<file path="src/rtl/reset_sequencer_if.sv">
// Bundle of the signals between the reset sequencer and the rest of the GPU.
//
// Signals:
//   pll_locked      - PLL lock flag, asynchronous to clk (into sequencer)
//   btn_reset       - raw active-high board reset button, bouncy (into sequencer)
//   periph_reset    - active-high reset for memory/video peripherals (from sequencer)
//   core_reset      - active-high reset for the GPU core (from sequencer)
//   ready           - full release sequence completed (from sequencer)
//   lock_loss_count - saturating count of lock losses after release began
//   state_dbg       - current sequencer state encoding, for debug/checkers
//
// Handshake: there is no valid/ready transfer on this bundle. Inputs are level
// signals sampled every clk edge through synchronizers; outputs are levels
// driven straight from flops and may be sampled at any time.
interface reset_sequencer_if #(
    parameter int CNT_W = 8
);
    logic             pll_locked;
    logic             btn_reset;
    logic             periph_reset;
    logic             core_reset;
    logic             ready;
    logic [CNT_W-1:0] lock_loss_count;
    logic [2:0]       state_dbg;

    // Environment side: drives the PLL flag and button, observes resets.
    modport master (
        output pll_locked,
        output btn_reset,
        input  periph_reset,
        input  core_reset,
        input  ready,
        input  lock_loss_count,
        input  state_dbg
    );

    // Sequencer side.
    modport slave (
        input  pll_locked,
        input  btn_reset,
        output periph_reset,
        output core_reset,
        output ready,
        output lock_loss_count,
        output state_dbg
    );
endinterface

</file>
<file path="src/rtl/reset_sequencer.sv">
// Staged reset generator fed by the main PLL lock flag and the board button.
// Releases peripherals first, then the GPU core, then raises ready. Any loss
// of lock or a debounced button press sends everything back into reset.
//
// Ports:
//   clk   - 50 MHz PLL output clock
//   rst_n - asynchronous active-low power-on / global reset
//   bus   - reset_sequencer_if.slave (lock/button in, resets/ready/count out)
module reset_sequencer #(
    parameter int SYNC_STAGES        = 2,
    parameter int LOCK_STABLE_CYCLES = 1024,
    parameter int STAGE_GAP          = 16,
    parameter int DEBOUNCE_CYCLES    = 500000,
    parameter int CNT_W              = 8
) (
    input  logic               clk,
    input  logic               rst_n,
    reset_sequencer_if.slave   bus
);

    // One timer serves both the lock-stable window and the stage gaps, so it
    // is sized for whichever is longer.
    localparam int TMR_MAX = (LOCK_STABLE_CYCLES > STAGE_GAP) ? LOCK_STABLE_CYCLES : STAGE_GAP;
    localparam int TMR_W   = (TMR_MAX > 1) ? $clog2(TMR_MAX) : 1;
    localparam int DB_W    = (DEBOUNCE_CYCLES > 1) ? $clog2(DEBOUNCE_CYCLES) : 1;

    localparam logic [TMR_W-1:0] LOCK_LAST = TMR_W'(LOCK_STABLE_CYCLES - 1);
    localparam logic [TMR_W-1:0] GAP_LAST  = TMR_W'(STAGE_GAP - 1);
    localparam logic [DB_W-1:0]  DB_LAST   = DB_W'(DEBOUNCE_CYCLES - 1);

    typedef enum logic [2:0] {
        HOLD       = 3'd0,
        STABLE     = 3'd1,
        REL_PERIPH = 3'd2,
        REL_CORE   = 3'd3,
        RUN        = 3'd4
    } state_t;

    logic [SYNC_STAGES-1:0] lock_sync_q, lock_sync_d;
    logic [SYNC_STAGES-1:0] btn_sync_q,  btn_sync_d;
    logic [DB_W-1:0]        db_cnt_q,    db_cnt_d;
    logic                   btn_db_q,    btn_db_d;
    state_t                 state_q,     state_d;
    logic [TMR_W-1:0]       tmr_q,       tmr_d;
    logic                   periph_q,    periph_d;
    logic                   core_q,      core_d;
    logic                   ready_q,     ready_d;
    logic [CNT_W-1:0]       cnt_q,       cnt_d;

    logic locked_s;
    logic btn_s;
    logic abort;

    assign locked_s = lock_sync_q[SYNC_STAGES-1];
    assign btn_s    = btn_sync_q[SYNC_STAGES-1];

    // Synchronizer chains and debounce.
    always_comb begin
        lock_sync_d = {lock_sync_q[SYNC_STAGES-2:0], bus.pll_locked};
        btn_sync_d  = {btn_sync_q[SYNC_STAGES-2:0], bus.btn_reset};
        db_cnt_d    = db_cnt_q;
        btn_db_d    = btn_db_q;
        if (btn_s == btn_db_q) begin
            db_cnt_d = '0;
        end else if (db_cnt_q == DB_LAST) begin
            // Mismatch has persisted DEBOUNCE_CYCLES edges: accept new level.
            btn_db_d = btn_s;
            db_cnt_d = '0;
        end else begin
            db_cnt_d = db_cnt_q + DB_W'(1);
        end
    end

    assign abort = (state_q != HOLD) && (!locked_s || btn_db_q);

    // Next state and registered outputs.
    always_comb begin
        state_d  = state_q;
        tmr_d    = tmr_q;
        periph_d = periph_q;
        core_d   = core_q;
        ready_d  = ready_q;
        cnt_d    = cnt_q;

        if (abort) begin
            state_d  = HOLD;
            tmr_d    = '0;
            periph_d = 1'b1;
            core_d   = 1'b1;
            ready_d  = 1'b0;
            // Lock loss wins over a simultaneous button press; losses while
            // still in STABLE are just an unsettled PLL and are not counted.
            if (!locked_s && (state_q != STABLE) && (cnt_q != '1)) begin
                cnt_d = cnt_q + CNT_W'(1);
            end
        end else begin
            case (state_q)
                HOLD: begin
                    tmr_d    = '0;
                    periph_d = 1'b1;
                    core_d   = 1'b1;
                    ready_d  = 1'b0;
                    if (locked_s && !btn_db_q) begin
                        state_d = STABLE;
                    end
                end
                STABLE: begin
                    if (tmr_q == LOCK_LAST) begin
                        state_d  = REL_PERIPH;
                        tmr_d    = '0;
                        periph_d = 1'b0;
                    end else begin
                        tmr_d = tmr_q + TMR_W'(1);
                    end
                end
                REL_PERIPH: begin
                    if (tmr_q == GAP_LAST) begin
                        state_d = REL_CORE;
                        tmr_d   = '0;
                        core_d  = 1'b0;
                    end else begin
                        tmr_d = tmr_q + TMR_W'(1);
                    end
                end
                REL_CORE: begin
                    if (tmr_q == GAP_LAST) begin
                        state_d = RUN;
                        tmr_d   = '0;
                        ready_d = 1'b1;
                    end else begin
                        tmr_d = tmr_q + TMR_W'(1);
                    end
                end
                RUN: begin
                    tmr_d = '0;
                end
                default: begin
                    state_d  = HOLD;
                    tmr_d    = '0;
                    periph_d = 1'b1;
                    core_d   = 1'b1;
                    ready_d  = 1'b0;
                end
            endcase
        end
    end

    always_ff @(posedge clk or negedge rst_n) begin
        if (!rst_n) begin
            lock_sync_q <= '0;
            btn_sync_q  <= '0;
            db_cnt_q    <= '0;
            btn_db_q    <= 1'b0;
            state_q     <= HOLD;
            tmr_q       <= '0;
            periph_q    <= 1'b1;
            core_q      <= 1'b1;
            ready_q     <= 1'b0;
            cnt_q       <= '0;
        end else begin
            lock_sync_q <= lock_sync_d;
            btn_sync_q  <= btn_sync_d;
            db_cnt_q    <= db_cnt_d;
            btn_db_q    <= btn_db_d;
            state_q     <= state_d;
            tmr_q       <= tmr_d;
            periph_q    <= periph_d;
            core_q      <= core_d;
            ready_q     <= ready_d;
            cnt_q       <= cnt_d;
        end
    end

    assign bus.periph_reset    = periph_q;
    assign bus.core_reset      = core_q;
    assign bus.ready           = ready_q;
    assign bus.lock_loss_count = cnt_q;
    assign bus.state_dbg       = state_q;

endmodule
</file>
<file path="src/flat_wrapper.sv">
// flat-port wrapper written by rule: the top's interface ports become plain ports
module reset_sequencer_flat 
#(
    parameter int SYNC_STAGES        = 2,
    parameter int LOCK_STABLE_CYCLES = 1024,
    parameter int STAGE_GAP          = 16,
    parameter int DEBOUNCE_CYCLES    = 500000,
    parameter int CNT_W              = 8
)
  (clk, rst_n, bus_pll_locked, bus_btn_reset, bus_periph_reset, bus_core_reset, bus_ready, bus_lock_loss_count, bus_state_dbg);
  reset_sequencer_if #(.CNT_W(CNT_W)) bus_i ();
  input  logic clk;
  input  logic rst_n;
  input wire logic [$bits(bus_i.pll_locked)-1:0] bus_pll_locked;
  input wire logic [$bits(bus_i.btn_reset)-1:0] bus_btn_reset;
  output wire logic [$bits(bus_i.periph_reset)-1:0] bus_periph_reset;
  output wire logic [$bits(bus_i.core_reset)-1:0] bus_core_reset;
  output wire logic [$bits(bus_i.ready)-1:0] bus_ready;
  output wire logic [$bits(bus_i.lock_loss_count)-1:0] bus_lock_loss_count;
  output wire logic [$bits(bus_i.state_dbg)-1:0] bus_state_dbg;
  assign bus_i.pll_locked = bus_pll_locked;
  assign bus_i.btn_reset = bus_btn_reset;
  assign bus_periph_reset = bus_i.periph_reset;
  assign bus_core_reset = bus_i.core_reset;
  assign bus_ready = bus_i.ready;
  assign bus_lock_loss_count = bus_i.lock_loss_count;
  assign bus_state_dbg = bus_i.state_dbg;
  reset_sequencer #(.SYNC_STAGES(SYNC_STAGES), .LOCK_STABLE_CYCLES(LOCK_STABLE_CYCLES), .STAGE_GAP(STAGE_GAP), .DEBOUNCE_CYCLES(DEBOUNCE_CYCLES), .CNT_W(CNT_W)) u_core (.clk(clk), .rst_n(rst_n), .bus(bus_i));
endmodule
</file>
<file path="config.mk">
export PLATFORM = sky130hd
export DESIGN_NAME = reset_sequencer_flat
export DESIGN_NICKNAME = d
export VERILOG_FILES = /design/src/rtl/reset_sequencer_if.sv /design/src/rtl/reset_sequencer.sv /design/src/flat_wrapper.sv
export SDC_FILE = /design/constraint.sdc
export NUM_CORES = 1
export LEC_CHECK = 0
export ABC_AREA = 1
export CAP_MARGIN = 30
export CORE_MARGIN = 8
export CORE_UTILIZATION = 42
export CTS_CLUSTER_SIZE = 20
export DETAILED_ROUTE_END_ITERATION = 8
export GPL_TIMING_DRIVEN = 1
export PLACE_DENSITY = 0.6
export SYNTH_ARGS = -nofsm -noshare
export SYNTH_HDL_FRONTEND = slang
export SYNTH_SLANG_ARGS = --single-unit
</file>
<file path="constraint.sdc">
create_clock -name clk -period 1.7 [get_ports clk]
set_input_delay 0.425 -clock clk [delete_from_list [all_inputs] [get_ports clk]]
set_output_delay 0.425 -clock clk [all_outputs]
set_load 0.03 [all_outputs]
</file>
# == Yosys cells after proc, flatten, opt, wreduce, memory -nomap -nowiden ==
# Cells that the tools add are included.
# classes
bitwise,1
addsub,3
mux,21
n_reduce_logical,19
n_eq_ne,18
# ops
cell,n
two-way mux 19 bit,2
two-way mux 10 bit,3
case mux 10 bit (2 select lines),1
"adder 19 x 1 -> 19 bit, second input constant",1
"equality test 19 bit, second input constant",1
two-way mux 3 bit,5
"!= test 3 x 1 -> 1 bit, second input constant",5
case mux 3 bit (5 select lines),1
"adder 10 x 1 -> 10 bit, second input constant",1
"equality test 10 bit, second input constant",1
"equality test 10 x 4 -> 1 bit, second input constant",1
AND reduction 2 bit,5
OR reduction 3 bit,3
"adder 8 x 1 -> 8 bit, second input constant",1
"!= test 2 x 1 -> 1 bit, second input constant",4
"!= test 8 bit, second input constant",1
"equality test 3 x 2 -> 1 bit, second input constant",2
two-way mux 1 bit,6
case mux 1 bit (2 select lines),3
AND reduction 5 bit,1
logical AND 1 bit,4
"equality test 3 x 1 -> 1 bit, second input constant",1
"equality test 3 bit, second input constant",1
logical NOT 3 bit,1
6 further kinds,7
# word_totals
input_bits,4
reg_bits,48
out_inout_bits,14
wordCells,72

# == Logic depth before layout (Yosys ltp) ==
# depth
depth_word,5
mapped_depth,10
mapped_depth_nobuf,10

# == Worst setup path after synthesis ==
# No wires, ideal clock.
# synth_path
path_kind,register -> register
start,"register u_core.cnt_q[1], in the netlist u_core.bus.lock_loss_count[1]"
end,"register u_core.cnt_q[3], in the netlist u_core.bus.lock_loss_count[3]"
setup_time_ns,0.118
arrival_time_ns,1.456
period_less_slack_ns,1.574
path_stages_with_launch,9
slack_ns,0.126
path_buffers,0
required_time_ns,1.582
path_cell_list,dfrtp_1 > ha_1 > nand3_1 > nor2_2 > nand3_2 > nand2_4 > clkinv_4 > nand3b_1 > nand2_1
# synth_via
elab_chain_len,3
elab_cells_between_ends,4
classes_between,add/sub (1); eq/ne (1); reduce/logical (2)
# synth_lines
item,line_no,text
"start, declared",reset_sequencer.sv:48,"logic [CNT_W-1:0] cnt_q, cnt_d;"
"start signal, assigned",reset_sequencer.sv:170,cnt_q <= cnt_d;
branches (longest 3 deep; another with adder 8 x 1 -> 8 bit),-,
# Parallel ways; which one is timed is not known.
# A chain may end at the register's enable or synchronous reset.

# == Final worst setup path ==
# layout_path
start,"register u_core.core_q, in the netlist u_core.bus.core_reset"
end,output bus_core_reset
# layout_lines
item,line_no,text
"start, declared",reset_sequencer.sv:46,"logic core_q, core_d;"
"start signal, assigned",reset_sequencer.sv:168,core_q <= core_d;
"end, declared",flat_wrapper.sv:17,output wire logic [$bits(bus_i.core_reset)-1:0] bus_core_reset;
# No word-level cell between the ends.

==> results.toml <==
[finish]
final_cell_mix = "nand2_1, nor2_1, dfrtp_1"
fin_nets = 356
final_layout_size_suffix_gt1_share_pct = 16.29
area_delta_synth_final_pct = 15.29
antenna_cells = 0
final_common_cell = "nand2_1"

[cts]
clock_latency_ns = 0.30
clockBufferDepth = 2
htreeDepth = 2
clk_pin_slew_ns = 0.09
cts_buffers = 5
cts_root_buf = "clkbuf_8"
clock-sinks = 48
cts_tree = "yes"

[yosys]
syn_area_um2 = 2586
syn_inst = 319
yosys_warnings = 0
ys_types = 31
ys_seq_area_share_pct = 46.54
synth.net_count = 326
synth_seq_cells = 48
postSynthAreaPerCell_um2 = 8.107

[detailed_routing]
drtIter0Drc = 60
num_vias = 1999
postRouteAntennaNets = 0
avgRoutedWirePerCell_um = 11.39
drcViolationCount = 0
drt_pass1_iterations = 4
vias_per_cell = 4.704
routed_wl_um = 4842

[global_route]
grt_pass1_wl_um = 8818
track_usage_pct = 12.22
grt_max_degree = 26
gr-total-overflow = 0
antenna_found_initial = 0
grt_pass1_vias = 2006

[sta]
skew_ns = 0.008211
fin_ws_ns = 0.05366
final_max_slew_viol_count = 0
setup_tns_ns = 0
worstMarginPinSlew_ns = 0.4061
min_period_ns = 1.646
slew_headroom_pct = 72.79
setup_viol = 0
finalCritPeriodShare_pct = 96.84
finalHoldViolCount = 0
rsz0062_at_grt = "false"
max_freq_mhz = 607.4

[worst_setup_path]
slowest_delay_ns = 0.53
crit_required_ns = 1.27
slowest_stage = "dfstp_2"
crit_chain = "dlygate4sd2_1"
crit_buf_inv = 1
cpLargestDelayFamily = "flip-flops"
worst_setup_path_start_kind = "register"
cp.arrival_ns = 1.22
path_max_fanout = 2
endpoint_kind = "output pin"
crit_type = "register to output pin"

[power]
p_per_area_nw_per_um2 = 1073
vdd_drop_max_uv = 745.4
power_leakage_nw = 1.336

[floorplanning]
coreArea_um2 = 5921
dieWidth_um = 94.47
die_area_um2 = 8925
initial_core_util_pct = 43.68
ios = 18
die_h_um = 94.47
rows = 28

[status]
status = "completed"

[placement]
port_buffers = 17
place_hpwl_um = 3731
dpl_worst_slack_ns = 0.1008
gp_congestion = 0.8956

[job]
drv_cap = 0

[min_path]
hold_path_class = "register to register"
## layout make-up
| type | count | area [µm²] |
|---|---|---|
| Clock buffer | 7 | 86.33 |
| Sequential cell | 48 | 1204 |
| Clock inverter | 1 | 7.507 |
| Inverter | 33 | 131.4 |
| Multi-Input combinational cell | 238 | 1251 |
| Tap cell | 75 | 93.84 |
| Fill cell | 598 | 2939 |
| Timing Repair Buffer | 23 | 207.7 |
## registers in the layout, indices dropped and copies added, names as in the netlist
signal,count
u_core.btn_sync_q,2
u_core.btn_db_q,1
u_core.tmr_q,10
u_core.bus.state_dbg,3
u_core.bus.periph_reset,1
u_core.bus.core_reset,1
u_core.lock_sync_q,2
u_core.bus.lock_loss_count,8
u_core.db_cnt_q,19
u_core.bus.ready,1
## kinds of logic (layout without fill, tap and decap cells)
kind of cell	count (synthesis)	count (layout)	share of synthesized area (%)
fa+ha+maj	3	3	1.452
flops	48	48	46.54
buf+inv	33	64	5.080
compound gates	19	19	4.451
simple gates	194	194	34.74
xor+xnor	22	22	7.741
## Yosys cell counts (all sizes together)
library cell	instances	share of area, %
nand3b	2	0.58
o21ai	15	3.0
dfrtp	46	45
nand3	20	4.5
dfstp	2	2.0
nand2	92	14
clkinv	2	0.48
xor2	13	4.4
nand4	2	0.48
xnor2	9	3.3
nor3b	2	0.58
o21a	1	0.29
ha	3	1.5
o21bai	1	0.29
inv	31	4.6
nor2	67	12
nor3	9	2.2
a21oi	2	0.82
## what timing repair did
| action | in CTS | in global routing |
|---|---|---|
| buffers inserted | 0 | 0 |
| cloned | 0 | 0 |
| setup endpoints to repair | 13 | 1 |
| gates resized for setup | 13 | 1 |
| hold buffers | 1 | 0 |
| hold endpoints to repair | 5 | 0 |
## metrics by stage
| stage | std cells | area [µm²] | power (W) | utilization [%] | hold WS [ns] |
|---|---|---|---|---|---|
| after global placement | 416 | 2893 | 0.002569 | 48.86 | 0.3018 |
| after CTS | 425 | 2980 | 0.003253 | 50.34 | 0.3671 |
| after global routing | 425 | 2982 | 0.003415 | 50.36 | 0.3872 |
| after floorplan | 319 | 2586 | 0.002188 | - | 0.1294 |
| after detailed placement | 416 | 2893 | 0.002589 | 48.86 | 0.3006 |
| final | 425 | 2982 | 0.003198 | 50.36 | 0.3594 |
## power breakdown
part | leakage, nW | switching, W | internal (W)
combinational | 0.648 | 0.000759 | 0.000382
sequential | 0.644 | 0.0000956 | 0.00126
clock | 0.0445 | 0.000372 | 0.000331
total | 1.34 | 0.00123 | 0.00197
## metal layers
| layer | global-route usage, % | share of wire, % |
|---|---|---|
| met1 | 14.62 | 48 |
| met2 | 20.80 | 47 |
| met3 | 2.698 | 3.3 |
| met4 | 4.941 | 1.4 |
| met5 | 0 | 0 |
## worst paths after layout
kind	cells past startpoint	to	slack (ns)	startpoint
setup / recovery	1	bus_core_reset	0.05	u_core.bus.core_reset$_DFFE_PN1P_
hold / removal	0	u_core.lock_sync_q[1]$_DFF_PN0_	0.36	u_core.lock_sync_q[0]$_DFF_PN0_
setup reg to reg	8	u_core.tmr_q[9]$_DFF_PN0_	0.14	u_core.tmr_q[0]$_DFF_PN0_
hold reg to reg	0	u_core.lock_sync_q[1]$_DFF_PN0_	0.36	u_core.lock_sync_q[0]$_DFF_PN0_
max in group asynchronous	3	u_core.db_cnt_q[17]$_DFF_PN0_	0.71	rst_n
min in group asynchronous	2	u_core.bus.state_dbg[1]$_DFFE_PN0P_	0.50	rst_n
(Power assumes the default switching activity.)
